`config.mk`:
```
export PLATFORM = sky130hd
export DESIGN_NAME = cond_unit
export DESIGN_NICKNAME = d
export VERILOG_FILES = /design/src/rtl/cond_unit.sv
export SDC_FILE = /design/constraint.sdc
export NUM_CORES = 1
export LEC_CHECK = 0
export CAP_MARGIN = 20
export CORE_AREA = 8 8 100 102
export DETAILED_ROUTE_END_ITERATION = 10
export DIE_AREA = 0 0 108 110
export HOLD_SLACK_MARGIN = 0.06
export PLACE_DENSITY = 0.76
export REMOVE_ABC_BUFFERS = 1
export SYNTH_ARGS = -nofsm -noshare
export SYNTH_HDL_FRONTEND = slang
export SYNTH_SLANG_ARGS = --single-unit
```
`constraint.sdc`:
```
create_clock -name clk -period 2 [get_ports clk]
set_input_delay 0.2 -clock clk [delete_from_list [all_inputs] [get_ports clk]]
set_output_delay 0.2 -clock clk [all_outputs]
set_load 0.01 [all_outputs]
```
`src/rtl/cond_unit.sv`:
```
// Conditional-execution stage: NZCV flags, ARM condition check,
// strobe gating and fetch/squash debug counters.
module cond_unit #(
  parameter int CNT_W = 32
) (
  input  logic             clk,
  input  logic             reset,
  input  logic [3:0]       Cond,
  input  logic [3:0]       ALUFlags,
  input  logic [1:0]       FlagW,
  input  logic             PCS,
  input  logic             NextPC,
  input  logic             RegW,
  input  logic             MemW,
  input  logic             IRWrite,
  output logic             PCWrite,
  output logic             RegWrite,
  output logic             MemWrite,
  output logic [3:0]       Flags,
  output logic             CondExReg,
  output logic [CNT_W-1:0] FetchCnt,
  output logic [CNT_W-1:0] SquashCnt
);

  logic n, z, c, v;
  logic cond_ex;
  logic decode_pending;

  assign {n, z, c, v} = Flags;

  always_comb begin
    cond_ex = 1'b1;
    unique case (Cond)
      4'b0000: cond_ex = z;
      4'b0001: cond_ex = ~z;
      4'b0010: cond_ex = c;
      4'b0011: cond_ex = ~c;
      4'b0100: cond_ex = n;
      4'b0101: cond_ex = ~n;
      4'b0110: cond_ex = v;
      4'b0111: cond_ex = ~v;
      4'b1000: cond_ex = c & ~z;
      4'b1001: cond_ex = ~c | z;
      4'b1010: cond_ex = (n == v);
      4'b1011: cond_ex = (n != v);
      4'b1100: cond_ex = ~z & (n == v);
      4'b1101: cond_ex = z | (n != v);
      4'b1110: cond_ex = 1'b1;
      4'b1111: cond_ex = 1'b1;
    endcase
  end

  // Flag writes use the live condition so a failed instruction
  // never disturbs NZCV.
  always_ff @(posedge clk or negedge reset) begin
    if (!reset) begin
      Flags          <= 4'b0000;
      CondExReg      <= 1'b0;
      decode_pending <= 1'b0;
      FetchCnt       <= '0;
      SquashCnt      <= '0;
    end else begin
      CondExReg      <= cond_ex;
      decode_pending <= IRWrite;
      if (FlagW[1] && cond_ex) Flags[3:2] <= ALUFlags[3:2];
      if (FlagW[0] && cond_ex) Flags[1:0] <= ALUFlags[1:0];
      if (IRWrite) FetchCnt <= FetchCnt + 1'b1;
      if (decode_pending && !cond_ex) SquashCnt <= SquashCnt + 1'b1;
    end
  end

  assign PCWrite  = NextPC | (PCS & CondExReg);
  assign RegWrite = RegW & CondExReg;
  assign MemWrite = MemW & CondExReg;

endmodule

```
-- Word level (Yosys, flattened, before mapping)
Cells that the tools add are included.
- register bits after elaboration: 70
- word-level logic and storage cells: 44
- output and inout port bits: 72
- input port bits: 17
- reductions and logical operators: 6
- add/subtract/negate cells: 2
- equality and inequality tests: 17
- multiplexer cells: 1
- bitwise logic cells: 12
- operators with widths (operator ; number):
    $add 32x1->32 const B ; 2
    $eq 4x4->1 const B ; 8
    $eq 4x3->1 const B ; 4
    $pmux 1 s15 ; 1
    $eq 4x2->1 const B ; 2
    $and 1x1->1 ; 5
    $eq 4x1->1 const B ; 1
    $logic_not 4->1 ; 1
    $not 1->1 ; 4
    $logic_and 1x1->1 ; 3
    $or 1x1->1 ; 3
    $reduce_or 2->1 ; 1
    $eq 1x1->1 ; 1
    $logic_not 1->1 ; 1
    $ne 1x1->1 ; 1

-- Logic depth before layout (Yosys ltp)
Gate-level depths: netlist (run 1).
- depth in word-level cells: 5
- gate-level depth with buffers: 7

-- Worst setup path before layout (run 1)
OpenSTA, ideal clock, no wires.
- kind: register to register
- from: reg Flags[3]
- to: reg Flags[3]
- data required time: 1.872 ns
- buffers on the path: 0
- data arrival time: 1.893 ns
- setup time: 0.128 ns
- setup slack: -0.021 ns
- stages on the path, launching flop included: 6
- cells stage by stage: dfrtp_1 -> xor2_1 -> o311ai_2 -> mux2i_2 -> o31ai_2 -> mux2_1
- longest elaborated chain between the ends: 4
- ends and longest elaborated chain (what ; RTL line ; RTL):
    start, declared ; 19 ; output logic [3:0] Flags,
    start signal, assigned ; 65 ; if (FlagW[1] && cond_ex) Flags[3:2] <= ALUFlags[3:2];
    $ne 1x1->1 or $eq 1x1->1 (tied branches) ; -- ;
    $or 1x1->1 or $and 1x1->1 (tied branches) ; 47, 46 ;
    $pmux 1 s15 (*) ; 33 ; unique case (Cond)
    $logic_and 1x1->1 (*) ; 65 ;
Every way passes the cells marked *; elsewhere a longest branch is shown, timed or not.
A chain may end at the register's enable or synchronous reset.

-- Worst setup path in the final report (run 1)
- from: reg Flags[3]
- to: reg SquashCnt[7]
- longest elaborated chain between the ends: 5
- ends and longest elaborated chain (what ; RTL line ; RTL):
    $ne 1x1->1 or $eq 1x1->1 (tied branches) ; -- ;
    $or 1x1->1 or $and 1x1->1 (tied branches) ; 47, 46 ;
    $pmux 1 s15 (*) ; 33 ;
    $logic_not 1->1 (*) ; 68 ; if (decode_pending && !cond_ex) SquashCnt <= SquashCnt + 1'b1;
    $logic_and 1x1->1 (*) ; 68 ;
    end signal, assigned ; 68 ;
    end, declared ; 22 ; output logic [CNT_W-1:0] SquashCnt
Marks and branches as above.

==> key figures, run 1 <==
Routing
  – Via/cell ratio: approximately 5.5
  – DRT Wirelength: 10,500 um
  – Initial drt markers: 93
  – DRC violations left: 0
  – DR pass1 iterations: 4
  – Post-DR wirelength/cell: approximately 18 um
  – Post-route ant nets: 0
  – Vias after detailed routing: between 3,000 and 4,000

Cells and area
  – Multi-input gate area: 2080 sq um
  – Final instance area: ~5600 sq um
  – Reg area: around 1800 sq um
  – Most common cell after layout, fill and taps aside: clkdlybuf4s50_1
  – Most frequent cells in the layout: 85 x clkdlybuf4s50_1, 69 x dfrtp_1, 40 x xor2_1, 35 x buf_4, 23 x nand4_1
  – Layout cell share with drive strength beyond 1: a little under a quarter
  – P&R area growth vs syn: 50.4%
  – Ant. Diodes: 0
  – Final #Nets: about 480
  – Fillers: 621

Pwr
  – Power per cell area: ~840 nW/um^2
  – Leakage: 2.29 nW
  – Max IR drop VDD: 0.560 mV

Global route
  – Met1 GRT Util: 19.2%
  – Initial antenna violation count: 0
  – First-pass GRT wire length: 15,600 um
  – Met2 usage: approximately 28%
  – Grt met3 use: 5.17%
  – Number of global-route vias before repair: 3,197
  – Pin count of the biggest net entering global routing: 32
  – Global route overflow: 0
  – GR Util All Layers: 16.2%
  – Busiest grt layer: met2

Setup path
  – Worst Path Class, Setup: flop to flop
  – Startpoint types: flop
  – Worst-case reg-to-reg path depth: 7
  – Setup crit end kind: flop
  – WP data arrival: 2300 ps
  – Required time of the critical path: roughly 2300 ps
  – CP Max Fanout: 12

Timing
  – Worst slew margin: around three fifths
  – Min Tclk post-route: 2050 ps
  – Clock Skew: roughly 7.8 ps
  – Fin crit share: 102%
  – Slew Viols, Final: 0
  – PnR worst setup slack: -49.8 ps
  – Final Hold Viols: 0
  – Worst-margin pin slew: just under 600 ps
  – Count of final setup violators: 29
  – RSZ-0062 raised after global routing: yes
  – Hold WS: around 400 ps
  – Max Fclk: slightly below 500 MHz

Clock tree
  – Sink Count: 70
  – TritonCTS Buffers: 9
  – CTS tree: built
  – Clock latency on the worst-skew pair: 330 ps
  – CTS Buffer Depth: 2
  – Root buffer cell: clkbuf_8
  – Clock-pin slew on the worst setup and hold paths: roughly 80 ps
  – H-tree depth: 3

Placed design
  – Setup WS pre-CTS: -408 ps
  – GP Congestion: 0.793
  – Dpl hpwl: 6990 um
  – Placed cell areas: about 5000 sq um
  – Port Buffers: 88

Floorplan
  – Die footprint: 11,900 sq um
  – Initial Util: 44.0%
  – Core Rows: 34
  – # IOs: 89
  – Die X: roughly 110 um
  – Core footprint: 8470 sq um
  – Die Ht: 110 um

Synthesis
  – Seq/Total Area, Yosys: between 40% and 50%
  – Netlist Area Pre-Place: 3720 sq um
  – Yosys top cell area share: 47.1%
  – XOR/XNOR Fraction of Synth Area: between 10% and 20%
  – Unique cell type count in the Yosys netlist: 42
  – Number of synthesized register bits: 70
  – Synth warn: 0
  – Mapped Cells: 325
  – Mux cell area share after synthesis: 2.49%
  – Post-Synth Adder-Cell Area: 0.672%
  – Ranking of synthesized cells by area: dfrtp_1 47%, xor2_1 9.7%, nor4_2 9.1%
  – Avg Synthesized Cell Area: 11.4 sq um
  – Largest area contributor in the netlist: dfrtp_1
  – Post-synthesis compound-gate area fraction: 3.80%
  – Largest family of logic cells by synthesized area: simple AND/OR/NAND/NOR gates
  – Synth Area in Simple Gates: 28.0%

Worst hold path
  – Worst hold-check path type: input port to asynchronous set/reset pin

Status
  – Violated checks: negative setup slack
  – Outcome: finished, violations left

Flow run
  – Max cap viols: 0
[cells in the mapped netlist]
| master | n |
|---|---|
| nand3b_1 | 1 |
| and4_1 | 4 |
| inv_1 | 3 |
| xnor2_1 | 22 |
| nand4_1 | 23 |
| o31ai_2 | 2 |
| dfrtp_1 | 70 |
| buf_4 | 3 |
| nor4_1 | 2 |
| a32oi_4 | 1 |
| buf_2 | 2 |
| a31oi_1 | 1 |
| buf_6 | 4 |
| o31a_1 | 1 |
| nor4b_2 | 2 |
| and2_1 | 5 |
| nor2b_1 | 1 |
| ha_1 | 2 |
| nand3_1 | 20 |
| nor2_1 | 13 |
| o211ai_1 | 1 |
| nor4_2 | 27 |
| xor2_1 | 41 |
| mux2_2 | 2 |
| nor4_4 | 2 |
| mux2_1 | 5 |
| or3b_1 | 2 |
| a21o_1 | 3 |
| or4_1 | 1 |
| buf_1 | 1 |
| or2b_2 | 1 |
| mux2i_2 | 1 |
| o21ai_0 | 4 |
| o311ai_2 | 1 |
| nand2_1 | 22 |
| nor3_1 | 5 |
| and3_1 | 15 |
| or3_1 | 1 |
| nand2b_1 | 1 |
| clkinv_1 | 1 |
| clkbuf_1 | 5 |
| a22oi_1 | 1 |
[final cells by class]
cell class / instances / area share, %
flip-flops and latches: 70 / 31.3
inverters: 4 / 0.268
repair buffers: 136 / 25.4
well taps: 108 / 2.42
clock buffers: 9 / 2.21
multi-input cells: 236 / 37.2
clock inverters: 6 / 1.14
[worst paths after layout]
path                                     from            end  slack, ps
worst min register to register  SquashCnt[31]  SquashCnt[31]        480
worst min-delay path                    reset   FetchCnt[25]        400
worst max register to register       Flags[3]   SquashCnt[7]        -50
max in group asynchronous               reset       Flags[2]        970
min in group clk                SquashCnt[31]  SquashCnt[31]        480
worst max-delay path                 Flags[3]   SquashCnt[7]        -50
[routing by layer]
metal,vias up,wire [um]
li1,1436,-
met1,1572,4360
met2,102,5220
met3,14,782
met4,0,153
met5,-,0
[through the flow]
step / cells / setup TNS (ps) / utilization, % / total power [mW]
6_report: 569 / -631 / 66.1 / 4.70
5_1_grt: 569 / -2870 / 66.1 / 4.96
4_1_cts: 563 / -220 / 61.8 / 4.50
3_5_place_dp: 547 / -12600 / 59.3 / 3.38
3_3_place_gp: 547 / -10780 / 59.3 / 3.32
2_1_floorplan: 310 / -41800 / - / 2.45
[where the power goes]
group          switching [mW]  internal (mW)
Clock                   0.534          0.566
Combinational           0.781          0.909
Sequential              0.284           1.63
Total                    1.60           3.10
[critical path, cell delays in order (launching register included)]
cell      delay, ps
dfrtp_1         460
xor2_2          210
o311ai_4        350
mux2i_4         110
buf_12          170
buf_12          160
nor4_2          320
xor2_1          180
[sequential cells by signal, summed over array words and instances (netlist names)]
signal          flops
FetchCnt           32
Flags               4
decode_pending      1
CondExReg           1
SquashCnt          32
[logic make-up (layout without fill, tap and decap cells)]
group           Yosys count  in the layout
compound gates           15             15
buf+inv                  19            155
mux                       8              8
fa+ha+maj                 2              2
simple gates            148            148
flops                    70             70
xor+xnor                 63             63
[timing repair]
action	CTS	global route
gates resized for setup	4	34
setup endpoints to repair	29	37
endpoints found under the hold margin	25	0
hold buffers	1	0
buffers inserted	0	2
cloned	0	4
pin swaps	0	24
Power figures use the tool's default switching activity.
==> run 2: changes to the inputs <==
--- a/config.mk
+++ b/config.mk
@@ -5,10 +5,11 @@
 export SDC_FILE = /design/constraint.sdc
 export NUM_CORES = 1
 export LEC_CHECK = 0
+export ABC_AREA = 1
 export CAP_MARGIN = 20
-export CORE_AREA = 8 8 100 102
+export CORE_AREA = 8 8 104 106
 export DETAILED_ROUTE_END_ITERATION = 10
-export DIE_AREA = 0 0 108 110
+export DIE_AREA = 0 0 112 114
 export HOLD_SLACK_MARGIN = 0.06
 export PLACE_DENSITY = 0.76
 export REMOVE_ABC_BUFFERS = 1
==> run 2 against run 1 <==
The flow now finishes without violations. Final cell count is 40% higher. Critical path type unchanged. Clock power is 28% higher. Via count is 29% higher. Die area is 7.5% higher. First-iteration DRC count is 120% higher. Worst hold slack worse by 56 ps. Sequential power is 4% lower.
==> key figures, run 2 <==
Status
  – Outcome: completed

Cells and area
  – Reg area: 1750 sq um (about the same)
  – Multi-input gate area: 2210 sq um (+6.1%)
  – Final #Nets: 698 (+47%)
  – Final instance area: 5520 sq um (-1.4%)
  – Fillers: 831 (+34%)
  – Largest regs: FetchCnt (32), SquashCnt (32), Flags (4)
  – Layout cell share with drive strength beyond 1: 7.46% (-16 points)
  – Final Non-Filler Cells: 795 (+40%)
  – Most frequent cells in the layout: 219 x nand2_1, 87 x clkdlybuf4s50_1, 70 x dfrtp_1, 63 x nor2_1, 56 x nand3_1
  – P&R area growth vs syn: 30.6%
  – Ant. Diodes: 0 (unchanged)
  – Most common cell after layout, fill and taps aside: nand2_1

Setup path
  – CP Launch Point: SquashCnt[0]
  – CP Max Fanout: 6 (-6)
  – Worst Path Class, Setup: flop to flop
  – Startpoint types: flop
  – Setup crit end kind: flop
  – R2r startpoint: SquashCnt[0]
  – Required time of the critical path: 2280 ps (+30 ps)
  – WP data arrival: 2050 ps (-250 ps)
  – Worst-case reg-to-reg path depth: 7 (unchanged)

Pwr
  – Power per cell area: 812 nW/um^2 (-3.4%)
  – Leakage: 2.59 nW (+13%)
  – Max IR drop VDD: 0.663 mV (+18%)

Clock tree
  – Clock-pin slew on the worst setup and hold paths: 70 ps (about the same)
  – H-tree depth: 3 (unchanged)
  – TritonCTS Buffers: 9 (unchanged)
  – Clock latency on the worst-skew pair: 340 ps (about the same)
  – Root buffer cell: clkbuf_8
  – CTS Buffer Depth: 2 (unchanged)
  – Post-CTS sizing: 0 (-4)
  – CTS tree: built
  – Sink Count: 70 (unchanged)

Global route
  – Global route overflow: 0 (unchanged)
  – First-pass GRT wire length: 18,900 um (+21%)
  – Initial antenna violation count: 0 (unchanged)
  – Pin count of the biggest net entering global routing: 33 (+3.1%)
  – GR Util All Layers: 17.8% (+1.6 points)
  – Number of global-route vias before repair: 4,048 (+27%)

Worst hold path
  – Worst hold-check path type: input port to asynchronous set/reset pin

Synthesis
  – Number of synthesized register bits: 70 (unchanged)
  – Yosys top cell area share: 41.5% (-5.6 points)
  – Avg Synthesized Cell Area: 7.31 sq um (-36%)
  – Netlist Area Pre-Place: 4220 sq um (+13%)
  – Synth warn: 0 (unchanged)
  – Synth Flop Type: dfrtp_1
  – Unique cell type count in the Yosys netlist: 31 (-26%)
  – Post-synth EDFFs: 0 (unchanged)
  – Largest area contributor in the netlist: dfrtp_1
  – Seq/Total Area, Yosys: 41.5% (-5.6 points)
  – Post-synth ARST share: 100% (unchanged)
  – Ranking of synthesized cells by area: dfrtp_1 41%, nand2_1 19%, nand3_1 6.6%
  – Most numerous cell in the Yosys netlist: nand2_1
  – Synth top cells by count: 219 x nand2_1, 70 x dfrtp_1, 63 x nor2_1, 56 x nand3_1, 45 x inv_1
  – Mapped Cells: 578 (+78%)

Floorplan
  – Die X: 112 um (+3.7%)
  – Initial Util: 46.4% (+2.4 points)
  – Core Rows: 35 (+2.9%)
  – # IOs: 89 (unchanged)
  – Core footprint: 9110 sq um (+7.6%)
  – Die footprint: 12,800 sq um (+7.5%)
  – Die Ht: 114 um (+3.6%)

Placed design
  – Dpl hpwl: 8720 um (+25%)
  – GP Congestion: 0.937 (+18%)
  – Placed cells: 778 (+42%)
  – Port Buffers: 88 (unchanged)
  – Placed cell areas: 5260 sq um (+4.8%)

Timing
  – Hold WS: 340 ps (-55.7 ps)
  – Clock Skew: 6.36 ps (-1.45 ps)
  – Min Tclk post-route: 1770 ps (-275 ps)
  – Worst slew margin: 57.9% (-2.3 points)
  – Final Hold Viols: 0 (unchanged)
  – RSZ-0062 raised after global routing: no
  – Fin crit share: 88.7% (-14 points)
  – Slew Viols, Final: 0 (unchanged)
  – Max Fclk: 563 MHz (+15%)
  – Worst-margin pin slew: 631 ps (+34.6 ps)
  – Count of final setup violators: 0 (-100%)

Routing
  – DRC violations left: 0 (unchanged)
  – Post-route ant nets: 0 (unchanged)
  – Via/cell ratio: 5.08 (-7.4%)
  – Initial drt markers: 200 (+120%)
  – Vias after detailed routing: 4,041 (+29%)
  – DRT Wirelength: 11,300 um (+7.4%)
  – Post-DR wirelength/cell: 14.2 um (-23%)
  – DR pass1 iterations: 5 (+1)

Flow run
  – Max cap viols: 0 (unchanged)
## run 2: cell types whose count changed after synthesis, moves of 6 or more
| cell | change |
|---|---|
| nand2_1 | +197 |
| nand4_1 | -10 |
| nor4_2 | -27 |
| and3_1 | -15 |
| inv_1 | +42 |
| xnor2_1 | -6 |
| xor2_1 | -13 |
| nand3_1 | +36 |
| nor2_1 | +50 |
| nor3_1 | +10 |
| nand3b_1 | +8 |
## run 2: path summary, 6_finish.rpt
kind,end,slack (ps)
max,SquashCnt[8],230
min,SquashCnt[0],340
max reg2reg,SquashCnt[8],230
min reg2reg,FetchCnt[14],500
max in group asynchronous,FetchCnt[17],970
min in group clk,Flags[1],420
## run 2: per-layer routing
metal / vias to the layer above / track usage [%] / share of wire (%) / routed length [um]
met2: 121 / 31.8 / 49 / 5540
met3: 9 / 5.71 / 7.7 / 865
li1: 2021 / - / - / -
met1: 1890 / 20.4 / 43 / 4820
met4: 0 / 4.23 / 0.61 / 69
met5: - / 0 / 0 / 0
## run 2: worst max-delay path, stage by stage (launching register included)
cell and delay, ps:
dfrtp_1 460, ha_1 230, nand3_1 270, nor3_2 250, buf_4 170, xor2_1 150, nand3_1 90, nand2_1 100
## run 2: through the flow
stage / setup slack, ps / power (mW) / TNS [ps] / util, %
floorplan: 263 / 2.42 / 0 / -
global placement: 92.2 / 3.05 / 0 / 57.7
detailed placement: -22.6 / 3.10 / -118 / 57.7
CTS: 246 / 4.52 / 0 / 60.6
global route: 57.9 / 4.74 / 0 / 60.6
finish: 225 / 4.48 / 0 / 60.6
## run 2: repair_timing
action / 4_1_cts / 5_1_grt
hold buffers: 1 / 0
setup buffers: 0 / 0
hold endpoints to repair: 16 / 0
## run 2: power breakdown
group	switching, mW	internal (mW)	total [mW]
clock	0.545	0.865	1.41
sequential	0.264	1.58	1.84
combinational	0.638	0.586	1.22
## run 2: final cells by class
type | count | share of cell area (%)
multi-input combinational | 449 | 40.1
sequential | 70 | 31.8
timing repair buffer | 101 | 17.9
inverter | 48 | 3.27
clock buffer | 11 | 2.56
tap | 111 | 2.52
clock inverter | 5 | 1.93
## run 2: cells by family (layout without fill, tap and decap cells)
logic type	count (synthesis)	count (layout)	share of synthesized area, %
simple gates	393	393	41.1
mux	1	1	0.267
fa+ha+maj	2	2	0.592
xor+xnor	44	44	9.13
buf+inv	59	165	6.19
flops	70	70	41.5
compound gates	9	9	1.27
